## config.mk

```make
export PLATFORM = sky130hd
export DESIGN_NAME = router_output_arbiter_flat
export DESIGN_NICKNAME = d
export VERILOG_FILES = /design/src/rtl/router_output_arbiter_if.sv /design/src/rtl/router_output_arbiter.sv /design/src/flat_wrapper.sv
export SDC_FILE = /design/constraint.sdc
export NUM_CORES = 1
export LEC_CHECK = 0
export CORE_AREA = 4 4 132 134
export CTS_CLUSTER_SIZE = 30
export DETAILED_ROUTE_END_ITERATION = 12
export DIE_AREA = 0 0 136 138
export PLACE_DENSITY = 0.78
export SETUP_SLACK_MARGIN = 0.5
export SYNTH_ARGS = -nofsm -noshare
export SYNTH_HDL_FRONTEND = slang
export SYNTH_SLANG_ARGS = --single-unit
export TNS_END_PERCENT = 1
```

## constraint.sdc

```tcl
create_clock -name clk -period 3.8 [get_ports clk]
set_input_delay 0.38 -clock clk [delete_from_list [all_inputs] [get_ports clk]]
set_output_delay 0.38 -clock clk [all_outputs]
set_load 0.02 [all_outputs]
```

## src/rtl/router_output_arbiter_if.sv

```systemverilog
// Handshake bundle between the four input buffers, the output arbiter and the
// next-hop buffer. master is the arbiter side; slave is the buffer/environment side.
interface router_output_arbiter_if #(
  parameter int unsigned DATA_SIZE = 64
);
  logic [3:0]             in_valid;
  logic [4*DATA_SIZE-1:0] in_data;
  logic [3:0]             in_re;
  logic                   out_we;
  logic [DATA_SIZE-1:0]   out_data;
  logic                   out_full;
  logic                   locked;
  logic [15:0]            flit_count;

  modport master (
    input  in_valid, in_data, out_full,
    output in_re, out_we, out_data, locked, flit_count
  );

  modport slave (
    output in_valid, in_data, out_full,
    input  in_re, out_we, out_data, locked, flit_count
  );
endinterface

```

## src/rtl/router_output_arbiter.sv

```systemverilog
// Round-robin output-port arbiter with packet locking and a one-entry holding
// register feeding the next-hop buffer.
module router_output_arbiter #(
  parameter int unsigned DATA_SIZE = 64
) (
  input logic                     clk,
  input logic                     reset,
  router_output_arbiter_if.master bus
);
  localparam int unsigned PTR_W = 2;
  localparam int unsigned CNT_W = 16;

  typedef enum logic {ARB, LOCKED} state_e;

  state_e               state_q, state_d;
  logic [PTR_W-1:0]     ptr_q, ptr_d;
  logic [PTR_W-1:0]     src_q, src_d;
  logic [DATA_SIZE-1:0] hold_data_q, hold_data_d;
  logic                 hold_v_q, hold_v_d;
  logic [CNT_W-1:0]     flit_count_q, flit_count_d;

  logic                 out_we_c;
  logic                 load_c;
  logic                 grant_valid_c;
  logic [PTR_W-1:0]     grant_c;
  logic [PTR_W-1:0]     idx_c;
  logic [3:0]           in_re_c;
  logic [DATA_SIZE-1:0] flit_c;

  // Grant: rotating scan from ptr in ARB, only the locked source in LOCKED.
  always_comb begin
    grant_valid_c = 1'b0;
    grant_c       = ptr_q;
    idx_c         = '0;
    if (state_q == ARB) begin
      for (int k = 0; k < 4; k++) begin
        idx_c = ptr_q + PTR_W'(k);
        if (!grant_valid_c && bus.in_valid[idx_c]) begin
          grant_valid_c = 1'b1;
          grant_c       = idx_c;
        end
      end
    end else if (bus.in_valid[src_q]) begin
      grant_valid_c = 1'b1;
      grant_c       = src_q;
    end
  end

  // Next state, holding register and pop/write strobes.
  always_comb begin
    state_d      = state_q;
    ptr_d        = ptr_q;
    src_d        = src_q;
    hold_data_d  = hold_data_q;
    hold_v_d     = hold_v_q;
    flit_count_d = flit_count_q;

    out_we_c = hold_v_q & ~bus.out_full;
    load_c   = ~hold_v_q | out_we_c;
    flit_c   = bus.in_data[32'(grant_c) * DATA_SIZE +: DATA_SIZE];
    in_re_c  = (load_c && grant_valid_c) ? (4'b0001 << grant_c) : 4'b0000;

    if (out_we_c) begin
      flit_count_d = flit_count_q + CNT_W'(1);
      hold_v_d     = 1'b0;
    end

    // A capture on the draining edge replaces the entry, so no bubble.
    if (in_re_c != 4'b0000) begin
      hold_data_d = flit_c;
      hold_v_d    = 1'b1;
      if (flit_c[DATA_SIZE-1]) begin
        state_d = ARB;
        ptr_d   = grant_c + PTR_W'(1);
      end else begin
        state_d = LOCKED;
        src_d   = grant_c;
      end
    end
  end

  always_ff @(posedge clk) begin
    if (reset) begin
      state_q      <= ARB;
      ptr_q        <= '0;
      src_q        <= '0;
      hold_data_q  <= '0;
      hold_v_q     <= 1'b0;
      flit_count_q <= '0;
    end else begin
      state_q      <= state_d;
      ptr_q        <= ptr_d;
      src_q        <= src_d;
      hold_data_q  <= hold_data_d;
      hold_v_q     <= hold_v_d;
      flit_count_q <= flit_count_d;
    end
  end

  assign bus.in_re      = in_re_c;
  assign bus.out_we     = out_we_c;
  assign bus.out_data   = hold_data_q;
  assign bus.locked     = (state_q == LOCKED);
  assign bus.flit_count = flit_count_q;

endmodule
```

## src/flat_wrapper.sv

```systemverilog
// flat-port wrapper written by rule: the top's interface ports become plain ports
module router_output_arbiter_flat 
#(
  parameter int unsigned DATA_SIZE = 64
)
  (clk, reset, bus_in_valid, bus_in_data, bus_out_full, bus_in_re, bus_out_we, bus_out_data, bus_locked, bus_flit_count);
  router_output_arbiter_if #(.DATA_SIZE(DATA_SIZE)) bus_i ();
  input logic clk;
  input logic reset;
  input wire logic [$bits(bus_i.in_valid)-1:0] bus_in_valid;
  input wire logic [$bits(bus_i.in_data)-1:0] bus_in_data;
  input wire logic [$bits(bus_i.out_full)-1:0] bus_out_full;
  output wire logic [$bits(bus_i.in_re)-1:0] bus_in_re;
  output wire logic [$bits(bus_i.out_we)-1:0] bus_out_we;
  output wire logic [$bits(bus_i.out_data)-1:0] bus_out_data;
  output wire logic [$bits(bus_i.locked)-1:0] bus_locked;
  output wire logic [$bits(bus_i.flit_count)-1:0] bus_flit_count;
  assign bus_i.in_valid = bus_in_valid;
  assign bus_i.in_data = bus_in_data;
  assign bus_i.out_full = bus_out_full;
  assign bus_in_re = bus_i.in_re;
  assign bus_out_we = bus_i.out_we;
  assign bus_out_data = bus_i.out_data;
  assign bus_locked = bus_i.locked;
  assign bus_flit_count = bus_i.flit_count;
  router_output_arbiter #(.DATA_SIZE(DATA_SIZE)) u_core (.clk(clk), .reset(reset), .bus(bus_i));
endmodule
```

---- Word level (Yosys, flattened, before mapping) ----
Cells that the tools add are included.
Widths: inputs -> output; s select.
cells by class
  add/subtract/negate cells ............... 5
  $mul .................................... 0
  div/mod/pow operators ................... 0
  $lt $le $gt $ge ......................... 5
  eq/ne operators ......................... 0
  shifts and indexed selects .............. 2
  multiplexer cells ....................... 28
  bitwise gates (word level) .............. 5
  reductions and logical operators ........ 11
operators with widths
  operator               number
  $shiftx 256x9->64      1
  $mux 1                 17
  $add 16x1->16 const B  1
  $lt 2x3->1 const B     5
  $bmux 1 s2             5
  $mux 2                 5
  $add 2x1->2 const B    2
  $add 2x2->2 const B    2
  $logic_and 1x1->1      4
  $mux 4                 1
  $reduce_and 2->1       2
  $reduce_bool 4->1      1
  $shl 1x2->4 const A    1
  $logic_not 1->1        3
  $not 1->1              3
  $reduce_bool 2->1      1
  $and 1x1->1            1
  $or 1x1->1             1
storage, ports and cells
  register bits ........................... 86
  latch bits .............................. 0
  bits in writable memories ............... 0
  bits in read-only memories .............. 0
  bits of input ports ..................... 263
  output and inout port bits .............. 86
  word-level logic and storage cells ...... 62
  memories kept ........................... 0

---- Depth between registers and ports, before layout ----
Gate-level depths: netlist (run 1).
  depth in word-level cells ............... 20
  depth in mapped cells ................... 10
  gate-level depth less buffers ........... 7

---- Worst setup path after synthesis (run 1) ----
No wires, ideal clock.
  path type ............................... input-to-output
  start point ............................. in bus_in_valid[1]
  end point ............................... out bus_in_re[0]
  arrival ................................. 2.664 ns
  data required time ...................... 3.420 ns
  setup slack ............................. 0.756 ns
  stages .................................. 8
  buffers on the path ..................... 3
  cell sequence ........................... buf_2 > nand2b_1 > mux4_2 > a311o_1 > and3_1 > buf_6 > buf_2 > nor4_1
between the ends
  word-level cells in the longest chain between the ends .. 18
  elaborated cells between the ends (all ways) .. 33
  classes of those cells .................. 1 x shift; 25 x mux; 7 x reduce/logical
RTL lines
  element                                                  line                         text
  start, declared                                          flat_wrapper.sv:10           input wire logic [$bits(bus_i.in_valid)-1:0] bus_in_valid;
  $bmux 1 s2                                               router_output_arbiter.sv:38  if (!grant_valid_c && bus.in_valid[idx_c]) begin
  $mux 1 (not written as such)                             router_output_arbiter.sv:38
  $mux 1                                                   router_output_arbiter.sv:38
  $mux 1                                                   router_output_arbiter.sv:35  if (state_q == ARB) begin
  $logic_not 1->1                                          router_output_arbiter.sv:38
  $logic_and 1x1->1                                        router_output_arbiter.sv:38
  $mux 1                                                   router_output_arbiter.sv:38
  $mux 1                                                   router_output_arbiter.sv:35
  (+2 left out)                                            -
  $mux 1                                                   router_output_arbiter.sv:38
  $mux 1                                                   router_output_arbiter.sv:35
  $logic_not 1->1                                          router_output_arbiter.sv:38
  $logic_and 1x1->1                                        router_output_arbiter.sv:38
  $mux 2 / $mux 1 (equally long branches)                  router_output_arbiter.sv:38
  $mux 2 / $mux 1 (equally long branches)                  router_output_arbiter.sv:35
  $shl 1x2->4 / $logic_and 1x1->1 (equally long branches)  router_output_arbiter.sv:61  in_re_c = (load_c && grant_valid_c) ? (4'b0001 << grant_c) : 4'b0000;
  $mux 4 (*)                                               router_output_arbiter.sv:61
  end, declared                                            flat_wrapper.sv:13           output wire logic [$bits(bus_i.in_re)-1:0] bus_in_re;
Every way passes the cells marked *; elsewhere a longest branch is shown, timed or not. The select of a mux whose other input is x is not followed.

---- Worst setup path after layout (run 1) ----
  start point ............................. in bus_in_valid[3]
  end point ............................... out bus_in_re[3]
Same word-level chain as after synthesis.

==> results of run 1 <==
-- logic make-up (layout without fill, tap and decap cells) --
kind of cell               after synthesis  count (layout)
xor gates and xnor gates                10              10
and+or+nand+nor                         73              73
buffers and inverters                   47             377
muxes                                  196             196
AOI/OAI and AO/OA                      105             105
adders and majority gates                1               1
DFF                                     86              86
-- how the worst max path moves through the flow --
stage               slack, ns             from  cells past startpoint      endpoint
finish                   0.51  bus_in_valid[3]                      8  bus_in_re[3]
global route             0.39  bus_in_valid[3]                      8  bus_in_re[3]
CTS                      0.40  bus_in_valid[0]                      7  bus_in_re[2]
detailed placement       0.27  bus_in_valid[0]                      7  bus_in_re[0]
global placement         0.32  bus_in_valid[0]                      7  bus_in_re[0]
floorplan                0.76  bus_in_valid[1]                      8  bus_in_re[0]
-- sequential cells by signal, indices dropped and copies added, names as in the netlist --
signal and flops:
u_core.hold_v_q 1, u_core.bus.out_data 64, u_core.src_q 2, u_core.bus.flit_count 16
u_core.bus.locked 1, u_core.ptr_q 2
-- stage by stage --
step	utilization	std cells	power, µW	hold WS, ns	cell area (µm²)
6_report	0.565	1068	6070	0.476	9210
5_1_grt	0.565	1068	6410	0.492	9210
4_1_cts	0.565	1068	6150	0.481	9200
3_5_place_dp	0.547	1052	5240	0.464	8910
3_3_place_gp	0.547	1052	5210	0.462	8910
2_1_floorplan	-	518	3880	0.464	5230
-- cell usage in the layout (no fill, tap or decap), drive strengths merged, types with 2 or more instances in the layout --
| master | synthesis | routed |
|---|---|---|
| clkdlybuf4s50 | 0 | 345 |
| o21ai | 13 | 13 |
| nand2b | 7 | 7 |
| clkbuf | 18 | 10 |
| nor2 | 22 | 22 |
| clkinvlp | 0 | 3 |
| and3 | 5 | 5 |
| nor3b | 2 | 2 |
| inv | 3 | 5 |
| a22o | 63 | 63 |
| a21oi | 13 | 13 |
| o2111ai | 2 | 2 |
| xor2 | 9 | 9 |
| o211ai | 4 | 4 |
| buf | 26 | 10 |
| dlymetal6s2s | 0 | 2 |
| nor3 | 2 | 2 |
| mux4 | 2 | 2 |
| o31ai | 2 | 2 |
| nor4 | 2 | 2 |
| mux2i | 193 | 193 |
| nand3 | 3 | 3 |
| nand2 | 14 | 14 |
| nand4 | 4 | 4 |
| dfxtp | 86 | 86 |
| nor2b | 3 | 3 |
| or3 | 6 | 6 |
-- area by class of cell --
class                           instances  area, µm²  area share
Clock inverter                          6       70.1     0.00761
Inverter                                3       11.3     0.00122
Tap cell                              220        275      0.0299
Sequential cell                        86       1720       0.187
Multi-Input combinational cell        385       3300       0.359
Clock buffer                           10        229      0.0249
Timing Repair Buffer                  358       3600       0.391
-- timing repair --
action	in CTS	in global routing
pin swaps	0	0
resized for setup	1	2
setup buffers	0	0
hold buffers	0	0
endpoints found under the setup margin	2	4
-- metal layers --
| metal | vias to the layer above | routed length, µm |
|---|---|---|
| met1 | 2415 | 7540 |
| li1 | 2603 | - |
| met5 | - | 0 |
| met2 | 190 | 9760 |
| met3 | 17 | 1370 |
| met4 | 0 | 312 |
-- where the power goes --
part	switching, µW	internal [µW]	leakage (µW)
registers	199	1220	0.000709
clock network	381	515	0.000136
logic	1850	1900	0.00334
total	2430	3630	0.00418
-- worst max-delay path: stages --
cell	delay [ns]
clkdlybuf4s50_1	0.54
buf_4	0.18
nor4_1	0.06
a311oi_1	0.45
o211a_1	0.33
nor2_4	0.10
nor3b_1	0.22
clkdlybuf4s50_1	0.64
==> metrics.md, run 1 <==
| Metric | Value |
|---|---|
| Reg2reg end | `u_core.ptr_q[1]` |
| Fin nets | `1,107` |
| Mapped Area | `approximately 5200 µm²` |
| GR Layer Usage met3 | `0.0527` |
| PnR worst setup slack | `around 0.5 ns` |
| Number of remaining DRC errors | `0` |
| Depth of the CTS H-tree | `3` |
| Post-synthesis mux area share | `0.381` |
| Core Rows | `47` |
| Via count | `about 5,200` |
| Port Buffers | `around 350` |
| Fin crit period | `3.29 ns` |
| Main combinational cell family by area after synthesis | `multiplexers` |
| Peak VDD IR | `0.000617 V` |
| Met1 Usage GRT | `0.229` |
| Initial antenna violation count | `0` |
| Mapped Cells | `approximately 520` |
| Area of the core | `around 16,000 µm²` |
| Critical Path Sink Type | `primary output` |
| Hold Path End | `u_core.bus.out_data[22]` |
| Initial core utilization | `0.321` |
| RSZ-0062 raised after global routing | `yes` |
| Fillers | `between 1,000 and 1,500` |
| Worst skew pair latency | `approximately 0.33 ns` |
| Measured slew at the worst slew-check pin | `between 0.7 and 0.8 ns` |
| CTS root buffer | `clkbuf_16` |
| Crit path max fanout | `8` |
| Slew headroom | `0.476` |
| Critical path required time | `between 3 and 4 ns` |
| Hold depth | `1` |
| Vias in the first global route | `around 5,300` |
| Lkg Pwr | `roughly 0.0042 µW` |
| DRT iter0 DRCs | `a little over 200` |
| Hold path startpoint | `u_core.bus.out_data[22]` |
| Setup violations, final | `0` |
| Yosys top cell by area | `mux2i_1` |
| Mapped Nets | `approximately 800` |
| Synth unique cells | `40` |
| Clock Skews | `0.00609 ns` |
| GRT Overall Usage | `0.194` |
| Ant. Diodes | `0` |
| Gpl congestion | `0.855` |
| CTS tree | `done` |
| First-pass GRT wire length | `just under 30,000 µm` |
| Post-Route WL | `roughly 19,000 µm` |
| Setup CP Type | `primary input to primary output` |
| CTS buffer count | `9` |
| Final Hold Fails | `0` |
| Setup TNS | `0 ns` |
| HP Class | `flip-flop to flip-flop` |
| Seq cells post-synth | `between 80 and 90` |
| Synth Warn # | `0` |
| Synth top area share | `0.367` |
| Post-synthesis sequential area ratio | `0.329` |
| Total grt overflow | `0` |
| Met2 usage | `0.346` |
| Pre-CTS setup slack | `about 0.27 ns` |
| Cell count of the worst reg-to-reg path | `7` |
| Final ANT Viol Nets | `0` |
| Top-Level Pins | `between 300 and 400` |
| Worst r2r src | `u_core.ptr_q[0]` |
| CTS Buffer Depth | `2` |
| Worst-path clk slew | `0.06 ns` |
| Slew Limit Fails | `0` |
| Fraction of layout cells with a size suffix above 1 | `0.0401` |
| Largest net degree at the start of global routing | `70` |
| Startpoint class of the critical path | `primary input` |
| DP Wirelength | `15,100 µm` |
| Post-Synth Adder-Cell Area | `0.00239` |
| Sinks on Clock Net | `86` |
| Die Wd | `~140 µm` |
| Reg2Reg Setup Slack | `between 1 and 1.5 ns` |
| Post-synth EDFFs | `0` |
| Max Cap Viol | `0` |
| Complex-gate fraction of the synthesized area | `0.156` |
| Dominant synthesized flop cell | `dfxtp_1` |
| DIE AREA | `18,800 µm²` |
| Pwr Density | `between 600 and 700 nW/µm²` |
| Die H | `between 100 and 150 µm` |
| Post-synthesis xor/xnor area fraction | `0.0167` |
| Post-synth ARST share | `0` |
| Simple-gate share of the synthesized area | `0.0706` |
| Grt peak-use layer | `met2` |
| Top-count cell post-synth | `mux2i_1` |
| Status | `finished clean` |
| Post-DR wirelength/cell | `between 15 and 20 µm` |
| First drt pass iteration count | `4` |
| Share of the clock period used by the worst path | `0.865` |
| Vias per cell | `~4.9` |
| Arr. time, crit path | `between 2 and 3 ns` |
| Largest cells by area after synthesis | `mux2i_1 (37%), dfxtp_1 (33%), a22o_1 (11%), buf_2 (2.1%), nor2_1 (1.6%)` |
| Syn Area/Cell | `~10 µm²` |
| Layout area overhead | `76.1%` |
| F_max | `approximately 300 MHz` |
| Synth cell count leaders | `mux2i_1 (192), dfxtp_1 (86), a22o_1 (63)` |
No activity file was read; power rests on OpenSTA's default activity.
==> inputs of run 2 (changes only) <==
--- a/config.mk
+++ b/config.mk
@@ -5,11 +5,11 @@
 export SDC_FILE = /design/constraint.sdc
 export NUM_CORES = 1
 export LEC_CHECK = 0
-export CORE_AREA = 4 4 132 134
+export CORE_MARGIN = 4
+export CORE_UTILIZATION = 30
 export CTS_CLUSTER_SIZE = 30
 export DETAILED_ROUTE_END_ITERATION = 12
-export DIE_AREA = 0 0 136 138
-export PLACE_DENSITY = 0.78
+export PLACE_DENSITY = 0.74
 export SETUP_SLACK_MARGIN = 0.5
 export SYNTH_ARGS = -nofsm -noshare
 export SYNTH_HDL_FRONTEND = slang
==> run 2 against run 1 <==
Effect of this change:
- setup slack better by 0.042 ns
- highest routed layer unchanged
- hold slack barely moved
- clock skew about the same
- utilization fell by 2.6 points
- die area is 4.5% higher
- register-to-register slack better by 0.02 ns
- cell area grew 0.52%
- combinational power is essentially flat
- critical path type unchanged
- routed wire length fell by 0.65%
==> metrics.md, run 2 (same netlist as run 1, synthesis figures left out) <==
| Metric | Value |
|---|---|
| DP Wirelength | `15,100 µm (-0.30%)` |
| Die H | `140 µm (+1.5%)` |
| Core Rows | `48 (+2.1%)` |
| Die Wd | `140 µm (+3.0%)` |
| Critical path required time | `3.42 ns (about the same)` |
| Inst Count DP | `1,059 (+0.67%)` |
| Setup violations, final | `0 (unchanged)` |
| Layout area overhead | `77.0%` |
| Initial core utilization | `0.304 (-0.0166)` |
| Measured slew at the worst slew-check pin | `0.967 ns (+0.182 ns)` |
| Ant. Diodes | `0 (unchanged)` |
| Total grt overflow | `0 (unchanged)` |
| Peak VDD IR | `0.000963 V (+56%)` |
| Share of the clock period used by the worst path | `0.853 (-0.0111)` |
| Vias in the first global route | `5,224 (-2.1%)` |
| CTS root buffer | `clkbuf_16` |
| CTS Buffer Depth | `2 (unchanged)` |
| Post-Route WL | `18,900 µm (-0.65%)` |
| Fillers | `1,585 (+7.4%)` |
| Fin crit period | `3.24 ns (-0.0422 ns)` |
| Initial antenna violation count | `0 (unchanged)` |
| Most common cell after layout, fill and taps aside | `clkdlybuf4s50_1` |
| Final Util | `0.539 (-0.0264)` |
| Slew headroom | `0.354 (-0.122)` |
| Slew Limit Fails | `0 (unchanged)` |
| Area of the core | `17,200 µm² (+5.4%)` |
| Via count | `5,155 (-1.3%)` |
| Final Hold Fails | `0 (unchanged)` |
| Startpoint class of the critical path | `primary input` |
| CTS buffer count | `9 (unchanged)` |
| Status | `finished clean` |
| Cell count of the worst reg-to-reg path | `7 (unchanged)` |
| Post-CTS setup buffer count | `0 (unchanged)` |
| Lkg Pwr | `0.00422 µW (+1.0%)` |
| Worst-path clk slew | `0.06 ns (about the same)` |
| Fraction of layout cells with a size suffix above 1 | `0.0412 (+0.00113)` |
| First drt pass iteration count | `4 (unchanged)` |
| Number of remaining DRC errors | `0 (unchanged)` |
| Gpl congestion | `0.840 (-1.7%)` |
| Worst skew pair latency | `0.34 ns (about the same)` |
| Fin nets | `1,109 (+0.18%)` |
| Depth of the CTS H-tree | `3 (unchanged)` |
| Max FFs per register | `64 (unchanged)` |
| Hold_buf cts | `0 (unchanged)` |
| Multi-input gate area | `3300 µm² (unchanged)` |
| Vias per cell | `4.80 (-1.9%)` |
| DRT iter0 DRCs | `162 (-21%)` |
| Clock Skews | `0.00568 ns (-0.000411 ns)` |
| Pwr Density | `668 nW/µm² (+1.3%)` |
| Critical Path Sink Type | `primary output` |
| F_max | `308 MHz (+1.3%)` |
| HP Class | `flip-flop to flip-flop` |
| Top-Level Pins | `349 (unchanged)` |
| Setup CP Type | `primary input to primary output` |
| Post-DR wirelength/cell | `17.6 µm (-1.2%)` |
| Setup TNS | `0 ns (unchanged)` |
| Max Cap Viol | `0 (unchanged)` |
| Arr. time, crit path | `2.86 ns (-0.05 ns)` |
| Final ANT Viol Nets | `0 (unchanged)` |
| First-pass GRT wire length | `28,600 µm (-0.62%)` |
| Largest net degree at the start of global routing | `54 (-23%)` |
| Final std cells w/o fill | `1,074 (+0.56%)` |
| Sequential cell area | `1720 µm² (unchanged)` |
| Crit path max fanout | `9 (+1)` |
| Commonest non-fill, non-tap cells in the layout | `clkdlybuf4s50_1 (343), mux2i_1 (192), dfxtp_1 (86), a22o_1 (63), nor2_1 (19)` |
| Port Buffers | `348 (unchanged)` |
| DIE AREA | `19,600 µm² (+4.5%)` |
| CTS tree | `done` |
| RSZ-0062 raised after global routing | `yes` |
| Hold depth | `1 (unchanged)` |
| Sinks on Clock Net | `86 (unchanged)` |
| GRT Overall Usage | `0.184 (-0.0102)` |
run 2: cell count changes in the layout (fill, tap and decap cells not counted), sizes merged:
cell,delta
buf,+2
bufinv,+2
clkdlybuf4s50,-2
clkinv,+1
clkinvlp,-3
dlygate4sd2,+1
dlymetal6s2s,+1
inv,-1
run 2: layout make-up:
type | instances | area share
Timing Repair Buffer | 360 | 0.389
Multi-Input combinational cell | 385 | 0.357
Sequential cell | 86 | 0.186
Tap cell | 225 | 0.0304
Clock buffer | 10 | 0.0247
Clock inverter | 5 | 0.0116
Inverter | 3 | 0.00122
run 2: timing repair:
item                                    4_1_cts  5_1_grt
resized for setup                             2        3
pin swaps                                     0        0
endpoints found under the setup margin        3        4
run 2: final timing paths:
path | end | start | slack, ns
max | bus_in_re[3] | bus_in_valid[1] | 0.56
max reg2reg | u_core.ptr_q[1] | u_core.ptr_q[0] | 1.05
min reg2reg | u_core.bus.out_data[34] | u_core.bus.out_data[34] | 0.48
min | u_core.bus.out_data[34] | u_core.bus.out_data[34] | 0.48
run 2: worst max-delay path: stages:
cell             delay [ns]
clkdlybuf4s50_1        0.55
nand2b_1               0.20
mux4_2                 0.48
a311o_1                0.36
and3_4                 0.19
nor3b_1                0.14
clkdlybuf4s50_1        0.55
run 2: through the flow:
stage	hold WS (ns)	total power (µW)	setup WS [ns]	area, µm²
after floorplan	0.464	3880	0.756	5230
after global placement	0.459	5230	0.284	8910
after detailed placement	0.464	5230	0.260	8910
after CTS	0.482	6270	0.370	9250
after global routing	0.491	6550	0.397	9260
final	0.476	6180	0.557	9260
run 2: power by group:
group	switching, µW	internal, µW	leakage (µW)
clock network	366	643	0.000163
logic	1850	1910	0.00335
registers	194	1220	0.000709
total	2410	3770	0.00422
run 2: routing by layer:
metal | share of wire | wire length, µm | vias to the layer above | track usage
met2 | 0.52 | 9840 | 181 | 0.333
met3 | 0.067 | 1270 | 13 | 0.0584
met1 | 0.40 | 7550 | 2346 | 0.214
met5 | 0 | 0 | - | 0
met4 | 0.010 | 194 | 0 | 0.0362
li1 | - | - | 2615 | -
